[src/rtl/pmem_arbiter.sv]
// Purpose: shares one physical-memory port between the I-side (read-only) and D-side (read/write) line requesters, one line at a time, round-robin on ties.
// Latency: request sampled in IDLE at cycle t -> pmem strobe from t+1; pmem_resp at t+k -> requester resp at t+k+1 (minimum 2 cycles).
// Backpressure: requests are held until their resp; only one transaction is outstanding, and the other side waits in IDLE arbitration.
//
// Ports:
//   clk, reset_n                      clock, asynchronous active-low reset
//   i_read/i_addr -> i_rdata/i_resp   I-side line read request and completion
//   d_read/d_write/d_addr/d_wdata     D-side line request (write wins if both are set)
//   d_rdata/d_resp                    D-side returned line and completion
//   pmem_read/pmem_write/pmem_addr/pmem_wdata -> pmem_rdata/pmem_resp   physical memory port
module pmem_arbiter #(
    parameter int ADDR_W = 16,
    parameter int LINE_W = 128
) (
    input  logic              clk,
    input  logic              reset_n,
    input  logic              i_read,
    input  logic [ADDR_W-1:0] i_addr,
    output logic [LINE_W-1:0] i_rdata,
    output logic              i_resp,
    input  logic              d_read,
    input  logic              d_write,
    input  logic [ADDR_W-1:0] d_addr,
    input  logic [LINE_W-1:0] d_wdata,
    output logic [LINE_W-1:0] d_rdata,
    output logic              d_resp,
    output logic              pmem_read,
    output logic              pmem_write,
    output logic [ADDR_W-1:0] pmem_addr,
    output logic [LINE_W-1:0] pmem_wdata,
    input  logic [LINE_W-1:0] pmem_rdata,
    input  logic              pmem_resp
);

    typedef enum logic [1:0] {
        S_IDLE    = 2'd0,
        S_BUSY    = 2'd1,
        S_RESPOND = 2'd2
    } state_t;

    state_t            r_state;
    state_t            w_state_nxt;
    logic              r_last_d;      // last grant went to the D side
    logic              r_owner_d;     // current transaction belongs to the D side
    logic              r_is_write;
    logic [ADDR_W-1:0] r_addr;
    logic [LINE_W-1:0] r_wdata;
    logic [LINE_W-1:0] r_rdata;

    logic              w_i_req;
    logic              w_d_req;
    logic              w_grant;
    logic              w_grant_d;
    logic              w_capture_rd;

    assign w_i_req = i_read;
    assign w_d_req = d_read | d_write;

    // Next state, grant decision and strobes/responses. Outputs depend only on
    // registered state, so no requester input reaches pmem combinationally.
    always_comb begin
        w_state_nxt  = r_state;
        w_grant      = 1'b0;
        w_grant_d    = 1'b0;
        w_capture_rd = 1'b0;
        pmem_read    = 1'b0;
        pmem_write   = 1'b0;
        i_resp       = 1'b0;
        d_resp       = 1'b0;
        case (r_state)
            S_IDLE: begin
                if (w_i_req || w_d_req) begin
                    w_grant     = 1'b1;
                    // D wins when alone, or on a tie when I had the last grant.
                    w_grant_d   = w_d_req && (!w_i_req || !r_last_d);
                    w_state_nxt = S_BUSY;
                end
            end
            S_BUSY: begin
                pmem_read  = ~r_is_write;
                pmem_write = r_is_write;
                if (pmem_resp) begin
                    w_capture_rd = ~r_is_write;
                    w_state_nxt  = S_RESPOND;
                end
            end
            S_RESPOND: begin
                i_resp      = ~r_owner_d;
                d_resp      = r_owner_d;
                w_state_nxt = S_IDLE;
            end
            default: begin
                w_state_nxt = S_IDLE;
            end
        endcase
    end

    always_ff @(posedge clk or negedge reset_n) begin
        if (!reset_n) begin
            r_state    <= S_IDLE;
            r_last_d   <= 1'b0;
            r_owner_d  <= 1'b0;
            r_is_write <= 1'b0;
            r_addr     <= '0;
            r_wdata    <= '0;
            r_rdata    <= '0;
        end else begin
            r_state <= w_state_nxt;
            if (w_grant) begin
                r_owner_d  <= w_grant_d;
                r_last_d   <= w_grant_d;
                r_addr     <= w_grant_d ? d_addr : i_addr;
                // d_write wins over d_read, so read+write becomes a write.
                r_is_write <= w_grant_d & d_write;
                if (w_grant_d) begin
                    r_wdata <= d_wdata;
                end
            end
            if (w_capture_rd) begin
                r_rdata <= pmem_rdata;
            end
        end
    end

    assign pmem_addr  = r_addr;
    assign pmem_wdata = r_wdata;
    assign i_rdata    = r_rdata;
    assign d_rdata    = r_rdata;

endmodule

[config.mk]
export PLATFORM = sky130hd
export DESIGN_NAME = pmem_arbiter
export DESIGN_NICKNAME = d
export VERILOG_FILES = /design/src/rtl/pmem_arbiter.sv
export SDC_FILE = /design/constraint.sdc
export NUM_CORES = 1
export LEC_CHECK = 0
export BUFFER_PORTS_ARGS = -buffer_cell sky130_fd_sc_hd__buf_2
export CAP_MARGIN = 40
export CORE_AREA = 3 3 273 275
export CTS_CLUSTER_SIZE = 24
export DETAILED_ROUTE_END_ITERATION = 12
export DIE_AREA = 0 0 276 278
export GPL_TIMING_DRIVEN = 0
export MAX_ROUTING_LAYER = met4
export SKIP_CTS_REPAIR_TIMING = 1
export SYNTH_ARGS = -nofsm -noshare
export SYNTH_HDL_FRONTEND = slang
export SYNTH_SLANG_ARGS = --single-unit
export TNS_END_PERCENT = 100
[constraint.sdc]
create_clock -name clk -period 2.03 [get_ports clk]
set_clock_uncertainty 0.1 [all_clocks]
set_input_delay 0.1015 -clock clk [delete_from_list [all_inputs] [get_ports clk]]
set_output_delay 0.1015 -clock clk [all_outputs]
set_load 0.05 [all_outputs]
==> reports/results.ini, run 1 <==
[global_route]
antenna_found_initial=7
grt_use_total=0.103
grt_pass1_vias=9234
grt_max_degree=106
overflow=0
grt_pass1_wl_um=58700

[worst_setup_path]
crit_arrival_ps=2340
crit_path_max_fanout=10
worstPathRequired_ps=2390
r2r_start=r_state[0]
criticalPathCategory=reg -> reg
reg2reg_to=pmem_wdata[49]
ff2ff_setup_slack_ps=50
r2r_cells=6
crit_path_end_kind=flip-flop
cp-start-kind=flip-flop

[floorplanning]
rows=99
fp.dieArea_um2=76700
start_util=0.160
coreArea_um2=72600
die_h_um=278
io_pins=698
die_w_um=276

[synthesis]
synthCells=762
syn-num-nets=1056
ys_seq_elements=276
ys_seq_area_frac=0.594
syn_area_um2=11600
ys_warn_count=0
synth_cell_type_count=26
avgSynthCellArea_um2=15.3

[clock_tree]
root_buffer=clkbuf_16
cts_buffers=31
cts_tree=done
clockBufferDepth=3
clock_sinks=276
htreeDepth=1
path_clk_slew_ps=60
clk-insertion-delay-late_ps=590

[sta]
fin_ws_ps=48.8
relSlewSlack=0.544
finalCriticalPeriod_ps=1980
rsz0062_at_grt=true
setup_violations=0
max_freq_ghz=0.505
post-route-period-util=0.976
final_hold_viol_count=0
tightest_slew_ps=684
hold_slack_ps=167
maxSlewViolCount=0

[finish]
area_delta_synth_final_pct=76.2
nets=2087
finish.instance_area_um2=20500
layout.cells.non_filler=2781
drive_above_1_share=0.594
layout_commonest_cell=buf_2
final_cell_mix=697 x buf_2, 296 x dlygate4sd3_1, 276 x dfrtp_1, 158 x mux2_2, 133 x buf_4

[place]
postPlaceCellArea_um2=16400
dp_cells=2420
numPortBuffers=697
place_worst_setup_slack_ps=-182
dp_hpwl_um=32900
place.gp.congestion=0.823

[min_path]
hold_depth=3
hold_path.startpoint=d_wdata[31]
hold-path-endpoint=pmem_wdata[31]
min_path_type=in -> reg

[route]
avgViaCountPerCell=3.63
routed_wl_um=45200
vias=10084
ant_nets=0
routedWlPerCell_um=16.3
dr.pass1.iters=5
drt_iter0_markers=243
route.detailed.drc=0

[run_status]
status=finished, final reports clean

[job]
drv_cap=0

-- critical path: stages, from the launching register on --
cell       delay, ps
dfrtp_1          420
or2_1            260
buf_6            160
nor2_8           180
clkbuf_16        210
buf_8            150
mux2_1           350
-- registers in the layout (all words and copies together), names as in the netlist --
name,cells
d_rdata,128
r_state,2
pmem_addr,16
r_owner_d,1
r_is_write,1
pmem_wdata,128
-- how the worst max path moves through the flow --
stage / startpoint / endpoint / slack (ps)
6_report: r_state[0] / pmem_wdata[49] / 50
5_1_grt: r_state[0] / pmem_wdata[49] / -40
4_1_cts: r_state[1] / d_rdata[14] / -210
3_5_place_dp: r_state[1] / d_rdata[69] / -180
3_3_place_gp: reset_n / d_rdata[73] / -4730
2_1_floorplan: r_owner_d / i_resp / 220
-- cells in the mapped netlist (all sizes together) --
cell,n,share of area
a211oi,16,0.010
a21o,1,0.00065
a22o,1,0.00075
a2bb2oi,17,0.013
and2,1,0.00054
and3b,2,0.0015
buf,159,0.11
clkbuf,5,0.0016
dfrtp,276,0.59
inv,1,0.00032
mux2,256,0.25
nand2b,1,0.00054
nor2,4,0.0029
nor3,1,0.00086
nor3b,1,0.00065
o21ai,17,0.0073
o2bb2ai,1,0.0024
or2,2,0.0011
-- stage by stage --
| stage | setup TNS, ps | util |
|---|---|---|
| global placement | -1301770 | 0.225 |
| floorplan | 0 | - |
| detailed placement | -17010 | 0.226 |
| finish | 0 | 0.282 |
| global route | -285 | 0.282 |
| CTS | -19990 | 0.240 |
-- kinds of logic after synthesis --
logic type             synth area share
muxes                             0.248
DFF                               0.594
buffers and inverters             0.116
AOI/OAI and AO/OA                0.0342
and+or+nand+nor                 0.00807
-- per-layer routing --
metal  track usage  part of all wire  up-vias
met3        0.0428             0.080       85
met4        0.0340             0.040        0
li1              -                 -     4624
met2         0.180              0.51      488
met5             -                 0        -
met1         0.104              0.37     4887
-- final cells by class --
type                            instances  area [um^2]
Sequential cell                       276         6910
Antenna cell                            5         12.5
Buffer                                164         1390
Clock inverter                         12          105
Tap cell                              959         1200
Timing Repair Buffer                  998         6560
Fill cell                            7393        52100
Multi-Input combinational cell        321         3380
Inverter                                1         3.75
Clock buffer                           45          938
Power of run 1 is not shown: default switching activity piles up to over one toggle a cycle in this logic, so the estimate is an artifact.
==> inputs of run 2 (changes only) <==
--- a/config.mk
+++ b/config.mk
@@ -12,7 +12,6 @@
 export DETAILED_ROUTE_END_ITERATION = 12
 export DIE_AREA = 0 0 276 278
 export GPL_TIMING_DRIVEN = 0
-export MAX_ROUTING_LAYER = met4
 export SKIP_CTS_REPAIR_TIMING = 1
 export SYNTH_ARGS = -nofsm -noshare
 export SYNTH_HDL_FRONTEND = slang
==> reports/results.ini, run 2 (synthesis gave the netlist of run 1 again) <==
[job]
drv_cap=0

[sta]
max_freq_ghz=0.507
setup_violations=0
finalCriticalPeriod_ps=1970
rsz0062_at_grt=true
final_hold_viol_count=0
tightest_slew_ps=658
relSlewSlack=0.562
post-route-period-util=0.972
maxSlewViolCount=0

[route]
vias=10089
dr.pass1.iters=4
avgViaCountPerCell=3.63
ant_nets=0
drt_iter0_markers=252
routedWlPerCell_um=16.3
route.detailed.drc=0
routed_wl_um=45300

[clock_tree]
cts_tree=done
root_buffer=clkbuf_16
clock_sinks=276
clockBufferDepth=3
cts_buffers=31
clk-insertion-delay-late_ps=590
path_clk_slew_ps=60
htreeDepth=1

[floorplanning]
coreArea_um2=72600
rows=99
die_h_um=278
start_util=0.160
io_pins=698
die_w_um=276
fp.dieArea_um2=76700

[worst_setup_path]
crit_arrival_ps=2340
crit_path_max_fanout=10
path_buf_inv=3
cp_slowest_cell=dfrtp_1
path_delay_family=buffers and inverters
slowest_delay_ps=420
cp-start-kind=flip-flop
ff2ff_setup_slack_ps=60
criticalPathCategory=reg -> reg
worstPathRequired_ps=2390
crit_chain=or2_1, buf_6, nor2_8, clkbuf_16, buf_8, mux2_1
crit_path_end_kind=flip-flop

[finish]
layout_commonest_cell=buf_2
finish.instance_area_um2=20500
seqCellArea_um2=6910
multi_input_area_um2=3380
final_cell_mix=697 x buf_2, 296 x dlygate4sd3_1, 276 x dfrtp_1, 158 x mux2_2, 133 x buf_4
final_util=0.282
fill_cells=7395
antennaDiodeCount=0
area_delta_synth_final_pct=76.0
nets=2087
drive_above_1_share=0.594

[place]
numPortBuffers=697
postPlaceCellArea_um2=16400
dp_hpwl_um=32900
place.gp.congestion=0.811

[global_route]
antenna_found_initial=8
overflow=0
grt_max_degree=106
grt_pass1_vias=9194
grt_use_total=0.0999
grt_pass1_wl_um=58800

[min_path]
min_path_type=in -> reg

[run_status]
status=finished, final reports clean

[run 2: changes by cell type in the layout (fill, tap and decap cells not counted), sizes merged]
| cell | delta |
|---|---|
| diode | -5 |
[run 2: final cells by class]
| class | count | share of cell area |
|---|---|---|
| repair buffers | 998 | 0.320 |
| flip-flops and latches | 276 | 0.337 |
| plain buffers | 164 | 0.0676 |
| clock buffers | 45 | 0.0458 |
| multi-input cells | 321 | 0.165 |
| inverters | 1 | 0.000183 |
| well taps | 959 | 0.0586 |
| clock inverters | 12 | 0.00513 |
[run 2: path summary, 6_finish.rpt]
kind                                start              to  cells past startpoint
setup reg to reg               r_state[0]  pmem_wdata[49]                      6
hold / removal                  pmem_resp      r_state[0]                      3
setup / recovery               r_state[0]  pmem_wdata[49]                      6
min in group asynchronous         reset_n   pmem_wdata[9]                      3
hold reg to reg            pmem_wdata[68]  pmem_wdata[68]                      1
max in group asynchronous         reset_n     d_rdata[44]                      4
[run 2: worst register-to-register path, stage by stage, from the launching register on]
cell	delay (ps)
dfrtp_1	420
or2_1	260
buf_6	160
nor2_8	190
clkbuf_16	220
buf_8	150
mux2_1	350
[run 2: routing by layer]
| metal | global-route usage | vias to the layer above | part of all wire |
|---|---|---|---|
| met2 | 0.179 | 517 | 0.51 |
| met1 | 0.101 | 4853 | 0.36 |
| met5 | 0 | - | 0.0015 |
| met3 | 0.0476 | 103 | 0.087 |
| met4 | 0.0340 | 10 | 0.043 |
| li1 | - | 4606 | - |
[run 2: metrics by stage]
step	worst slack, ps	std cells	hold WS [ps]	TNS [ps]
finish	56.8	2776	160	0
global route	-43.5	2776	132	-271
CTS	-210	2477	-662	-19990
detailed placement	-182	2420	3.59	-17010
global placement	-4730	2418	212	-1301770
floorplan	223	762	-294	0
Power of run 2 is left out for the same reason.
